File: config.mk
export PLATFORM = sky130hd
export DESIGN_NAME = channel_in_acc_tree
export DESIGN_NICKNAME = d
export VERILOG_FILES = /design/src/rtl/channel_in_acc_tree.sv
export SDC_FILE = /design/constraint.sdc
export NUM_CORES = 2
export LEC_CHECK = 0
export CAP_MARGIN = 20
export CORE_MARGIN = 1
export CORE_UTILIZATION = 50
export DETAILED_ROUTE_END_ITERATION = 7
export PLACE_DENSITY = 0.72
export RECOVER_POWER = 25
export SETUP_SLACK_MARGIN = 0.4
export SYNTH_ARGS = -nofsm -noshare
export SYNTH_HDL_FRONTEND = slang
export SYNTH_SLANG_ARGS = --single-unit
File: constraint.sdc
create_clock -name clk -period 5.75 [get_ports clk]
set_input_delay 1.15 -clock clk [delete_from_list [all_inputs] [get_ports clk]]
set_output_delay 1.15 -clock clk [all_outputs]
set_load 0.03 [all_outputs]
File: src/rtl/channel_in_acc_tree.sv
// Pipelined per-lane channel adder tree feeding a first/last-framed accumulator and output delay.
// Define CHANNEL_ACC_SAT_EN to saturate accumulator updates instead of wrapping.

module channel_in_acc_tree #(
  parameter int CHANNEL_IN_NUM = 8,
  parameter int PICTURE_NUM    = 4,
  parameter int WIDTH_IN       = 16,
  parameter int WIDTH_OUT      = 32,
  parameter int OUT_DELAY      = 4
) (
  input  logic                                         clk,
  input  logic                                         rst_n,
  input  logic                                         in_valid,
  input  logic                                         in_first,
  input  logic                                         in_last,
  input  logic [CHANNEL_IN_NUM*PICTURE_NUM*WIDTH_IN-1:0] data_in,
  output logic                                         out_valid,
  output logic [PICTURE_NUM*WIDTH_OUT-1:0]             data_out
);

  localparam int L  = $clog2(CHANNEL_IN_NUM);
  localparam int TW = WIDTH_IN + L;
  localparam int PW = PICTURE_NUM * WIDTH_OUT;

  // Bit offset of tree level s (1..L) inside the flattened tree register; level s is
  // (CHANNEL_IN_NUM >> s) * PICTURE_NUM elements of WIDTH_IN + s bits each.
  function automatic int lvl_off(input int s);
    int off = 0;
    for (int k = 1; k < s; k++) begin
      off += (CHANNEL_IN_NUM >> k) * PICTURE_NUM * (WIDTH_IN + k);
    end
    return off;
  endfunction

  localparam int TREE_BITS = lvl_off(L + 1);
  localparam int ROOT_OFF  = lvl_off(L);

  logic [TREE_BITS-1:0] tree_d, tree_q;
  logic [L:1]           vld_q, fst_q, lst_q;

  for (genvar s = 1; s <= L; s++) begin : g_stage
    localparam int N   = CHANNEL_IN_NUM >> s;
    localparam int SW  = WIDTH_IN + s;
    localparam int OFF = lvl_off(s);
    localparam int POF = lvl_off(s - 1);
    for (genvar i = 0; i < N; i++) begin : g_pair
      for (genvar p = 0; p < PICTURE_NUM; p++) begin : g_lane
        logic [SW-2:0] a, b;
        if (s == 1) begin : g_leaf
          assign a = data_in[((2*i)*PICTURE_NUM+p)*WIDTH_IN +: WIDTH_IN];
          assign b = data_in[((2*i+1)*PICTURE_NUM+p)*WIDTH_IN +: WIDTH_IN];
        end else begin : g_node
          assign a = tree_q[POF + ((2*i)*PICTURE_NUM+p)*(SW-1) +: SW-1];
          assign b = tree_q[POF + ((2*i+1)*PICTURE_NUM+p)*(SW-1) +: SW-1];
        end
        assign tree_d[OFF + (i*PICTURE_NUM+p)*SW +: SW] = {a[SW-2], a} + {b[SW-2], b};
      end
    end
  end

  always_ff @(posedge clk or negedge rst_n) begin
    if (!rst_n) begin
      tree_q <= '0;
      vld_q  <= '0;
      fst_q  <= '0;
      lst_q  <= '0;
    end else begin
      tree_q   <= tree_d;
      vld_q[1] <= in_valid;
      fst_q[1] <= in_first;
      lst_q[1] <= in_last;
      for (int k = 2; k <= L; k++) begin
        vld_q[k] <= vld_q[k-1];
        fst_q[k] <= fst_q[k-1];
        lst_q[k] <= lst_q[k-1];
      end
    end
  end

  // Accumulator stage: acc_q is the running sum, res_q captures it on the closing beat so the
  // output holds between results even while the next group accumulates.
  logic [PW-1:0] acc_d, acc_q, res_d, res_q;
  logic          beat_last, res_vld_q;

  assign beat_last = vld_q[L] & lst_q[L];

  for (genvar p = 0; p < PICTURE_NUM; p++) begin : g_acc
    logic signed [WIDTH_OUT-1:0] root_ext, cur, nxt;
    assign root_ext = WIDTH_OUT'($signed(tree_q[ROOT_OFF + p*TW +: TW]));
    // A first beat loads, which is the same as adding onto zero.
    assign cur = fst_q[L] ? '0 : $signed(acc_q[p*WIDTH_OUT +: WIDTH_OUT]);
`ifdef CHANNEL_ACC_SAT_EN
    logic signed [WIDTH_OUT:0] wide;
    assign wide = {cur[WIDTH_OUT-1], cur} + {root_ext[WIDTH_OUT-1], root_ext};
    always_comb begin
      nxt = wide[WIDTH_OUT-1:0];
      if (wide[WIDTH_OUT] != wide[WIDTH_OUT-1]) begin
        nxt = wide[WIDTH_OUT] ? {1'b1, {(WIDTH_OUT-1){1'b0}}} : {1'b0, {(WIDTH_OUT-1){1'b1}}};
      end
    end
`else
    assign nxt = cur + root_ext;
`endif
    assign acc_d[p*WIDTH_OUT +: WIDTH_OUT] = vld_q[L] ? nxt : acc_q[p*WIDTH_OUT +: WIDTH_OUT];
    assign res_d[p*WIDTH_OUT +: WIDTH_OUT] = beat_last ? nxt : res_q[p*WIDTH_OUT +: WIDTH_OUT];
  end

  always_ff @(posedge clk or negedge rst_n) begin
    if (!rst_n) begin
      acc_q     <= '0;
      res_q     <= '0;
      res_vld_q <= 1'b0;
    end else begin
      acc_q     <= acc_d;
      res_q     <= res_d;
      res_vld_q <= beat_last;
    end
  end

  if (OUT_DELAY == 0) begin : g_nodly
    assign data_out  = res_q;
    assign out_valid = res_vld_q;
  end else begin : g_dly
    logic [PW-1:0]        dly_q [OUT_DELAY];
    logic [OUT_DELAY-1:0] dv_q;

    always_ff @(posedge clk or negedge rst_n) begin
      if (!rst_n) begin
        for (int k = 0; k < OUT_DELAY; k++) dly_q[k] <= '0;
        dv_q <= '0;
      end else begin
        dly_q[0] <= res_q;
        dv_q[0]  <= res_vld_q;
        for (int k = 1; k < OUT_DELAY; k++) begin
          dly_q[k] <= dly_q[k-1];
          dv_q[k]  <= dv_q[k-1];
        end
      end
    end

    assign data_out  = dly_q[OUT_DELAY-1];
    assign out_valid = dv_q[OUT_DELAY-1];
  end

endmodule

==> summary.md <==
| Metric | Value |
|---|---|
| Startpoint type of the worst setup path | `flop` |
| EDFF count, synth | `0` |
| Fin cells | `7657` |
| Max_cap viols | `1` |
| Worst r2r src | `fst_q[3]` |
| Critical Path Source | `fst_q[3]` |
| Initial drt markers | `1823` |
| Most common cell after layout, fill and taps aside | `dfrtp_1` |
| Commonest cells after routing, fill and taps aside | `dfrtp_1 (1272), clkdlybuf4s50_1 (629), ha_1 (588)` |
| Hold_buf cts | `0` |
| Root Driver | `clkbuf_16` |
| Setup_tns | `0 ns` |
| CTS HTree Levels | `4` |
| Starting Density | `0.506` |
| Placer Congestion | `0.942` |
| Post-Synth Adder-Cell Area | `0.131` |
| Layout cells sized above 1 | `0.0698` |
| Clock skew | `0.0562 ns` |
| Simple-Gate Fraction of Synth Area | `0.0960` |
| Largest stage delay on the critical path | `0.74 ns` |
| Largest net degree at the start of global routing | `155` |
| Port Buffers | `645` |
| Hold WS | `0.335 ns` |
| Synth Instances | `5338` |
| Slew HR | `-1.32` |
| Worst Max-Slew Pin Slew | `3.48 ns` |
| Avg Synthesized Cell Area | `11.4 sq um` |
| Total grt overflow | `0` |
| Routed vias | `39900` |
| Max Clock Freq | `235 MHz` |
| Die area | `123000 sq um` |
| CTS Sinks | `1274` |
| Placed insts | `7415` |
| Syn nets | `6475` |
| Final routed DRC violation total | `0` |
| #FFs+latches synth | `1274` |
| Power Density | `534 nW/um^2` |
| Clk Latency, worst-skew pair | `0.75 ns` |
| I/O Pins | `646` |
| Vias in the first global route | `40600` |
| Synth Flop Type | `dfrtp_1` |
| GRT Overall Usage | `0.213` |
| Most used cell, CP | `a21oi_1` |
| Fin crit period | `4.25 ns` |
| CP Max Fanout | `31` |
| Maximum vdd drop | `0.309 mV` |
| Endpoints failing setup | `0` |
| Worst Reg-to-Reg Cells | `13` |
| Crit-path cells | `nor2b_1 -> ha_1 -> fa_1 -> a21oi_1 -> nor2_1 -> o31ai_1 -> a211oi_1 -> o21ai_0 -> a41oi_1 -> a221o_1 -> a21oi_1 -> xnor2_1 -> mux2_2` |
| Clock slew at reported path FFs | `0.06 ns` |
| Worst Path Required | `6.38 ns` |
| Cell variety after synth | `78` |
| Setup CP Type | `flop to flop` |
| # Post-CTS Setup Buffers | `0` |
| Nets | `7076` |
| Area Overhead vs Synth | `19.9%` |
| Worst setup EP type | `flop` |
| First-pass GRT wire length | `209 mm` |
| Main combinational cell family by area after synthesis | `adder cells` |
| HPWL Detailed | `97.6 mm` |
| Initial antenna violation count | `7` |
| Post-DRT Antenna Nets | `0` |
| Hold Crit Depth | `0` |
| DR WL/cell | `16.9 microns` |
| Share of flip-flops with an asynchronous set or reset | `1.00` |
| Post-cts resize count | `0` |
| Failing checks | `capacitance limit, slew limit` |
| Core area | `120000 sq um` |
| Mux cell area share after synthesis | `0.0261` |
| Site Rows | `127` |
| Post-synthesis sequential area ratio | `0.524` |
| CP Data Arrival Time | `4.88 ns` |
| Fin. Hold Viols | `0` |
| Status | `finished with violations` |
| CP max-delay cell | `dfrtp_4` |
| CTS tree | `built` |
| Min-delay worst type | `flop to flop` |
| Mapped Area | `60900 sq um` |
| Yosys warning count | `0` |
| Drt pass-1 iters | `6` |
| Final wirelength | `129 mm` |
| RSZ-0062 raised after global routing | `false` |
| Pins Over Slew Limit | `111` |
| DR vias/cell | `5.21` |
| Die W | `351 microns` |
| Hold Crit Start | `g_dly.dly_q[237]` |
| Fin crit share | `0.740` |
| Num CTS Buffers | `134` |
| Post-synthesis compound-gate area fraction | `0.120` |
| Static Leak | `34.0 nW` |
| Bufs on Longest Clock Path | `3` |
| Die Span Y | `351 microns` |
| Synth Area in XOR/XNOR | `0.0686` |
## worst max-delay path, delay by kind of cell (launching register included)
family | cells | cell delay (ns)
multiplexers | 1 | 0.27
AND/OR/NAND/NOR | 2 | 0.20
XOR/XNOR | 1 | 0.11
AO/OA/AOI/OAI | 7 | 2.12
flip-flops | 1 | 0.74
adder cells (fa/ha/maj) | 2 | 0.67
## synthesized netlist by cell type (128+ instances only)
master	number	area [sq um]
dfrtp_1	1274	31900
ha_1	588	7360
nand2_1	463	1740
a21oi_1	409	2050
xnor2_1	341	2990
nor2_1	262	983
o21ai_0	224	1120
inv_1	213	800
nor2b_1	189	1180
a21o_1	174	1310
mux2_2	139	1570
xor2_1	133	1160
buf_4	128	961
## logic make-up after synthesis
| kind of cell | after synthesis |
|---|---|
| xor gates and xnor gates | 475 |
| adders and majority gates | 620 |
| and+or+nand+nor | 1242 |
| AOI/OAI and AO/OA | 1170 |
| muxes | 141 |
| DFF | 1274 |
| buffers and inverters | 416 |
## routing by layer
metal | GRT usage | vias to the layer above | wire length [microns] | part of all wire
met1 | 0.286 | 19300 | 58600 | 0.45
met5 | 0 | - | 0 | 0
li1 | - | 19600 | - | -
met2 | 0.354 | 753 | 62000 | 0.48
met4 | 0.0652 | 0 | 3410 | 0.026
met3 | 0.0368 | 196 | 5100 | 0.039
## state kept, by name, summed over array words and instances, names as in the netlist
| name | count |
|---|---|
| acc_q | 128 |
| data_out | 128 |
| fst_q | 3 |
| g_dly.dly_q | 384 |
| g_dly.dv_q | 4 |
| lst_q | 3 |
| res_q | 128 |
| res_vld_q | 1 |
| tree_q | 492 |
| vld_q | 3 |
## where the power goes
part | switching (mW) | internal, mW
logic | 8.70 | 7.01
registers | 1.61 | 12.8
clock network | 3.62 | 5.21
total | 13.9 | 25.0
## through the flow
stage,cell area [sq um],worst slack [ns],power [mW],util
after floorplan,60900,2.17,26.0,-
after global placement,68400,1.21,29.8,0.568
after detailed placement,68400,1.12,30.2,0.568
after CTS,73000,1.49,39.4,0.607
after global routing,73000,1.22,41.8,0.607
final,73000,1.50,39.0,0.607
## worst paths after layout
check / endpoint / slack (ns)
min in group asynchronous: tree_q[140] / 1.56
min reg2reg: data_out[109] / 0.34
min: data_out[109] / 0.34
max reg2reg: acc_q[126] / 1.50
max in group asynchronous: tree_q[395] / 2.04
max: acc_q[126] / 1.50
## cell type report
type	count	area (sq um)
clock buffer	180	3720
sequential	1274	31900
inverter	215	810
clock inverter	59	902
multi-input combinational	3648	26900
timing repair buffer	666	6710
antenna	3	7.51
fill	9693	47300
tap	1612	2020
(Power assumes the default switching activity.)
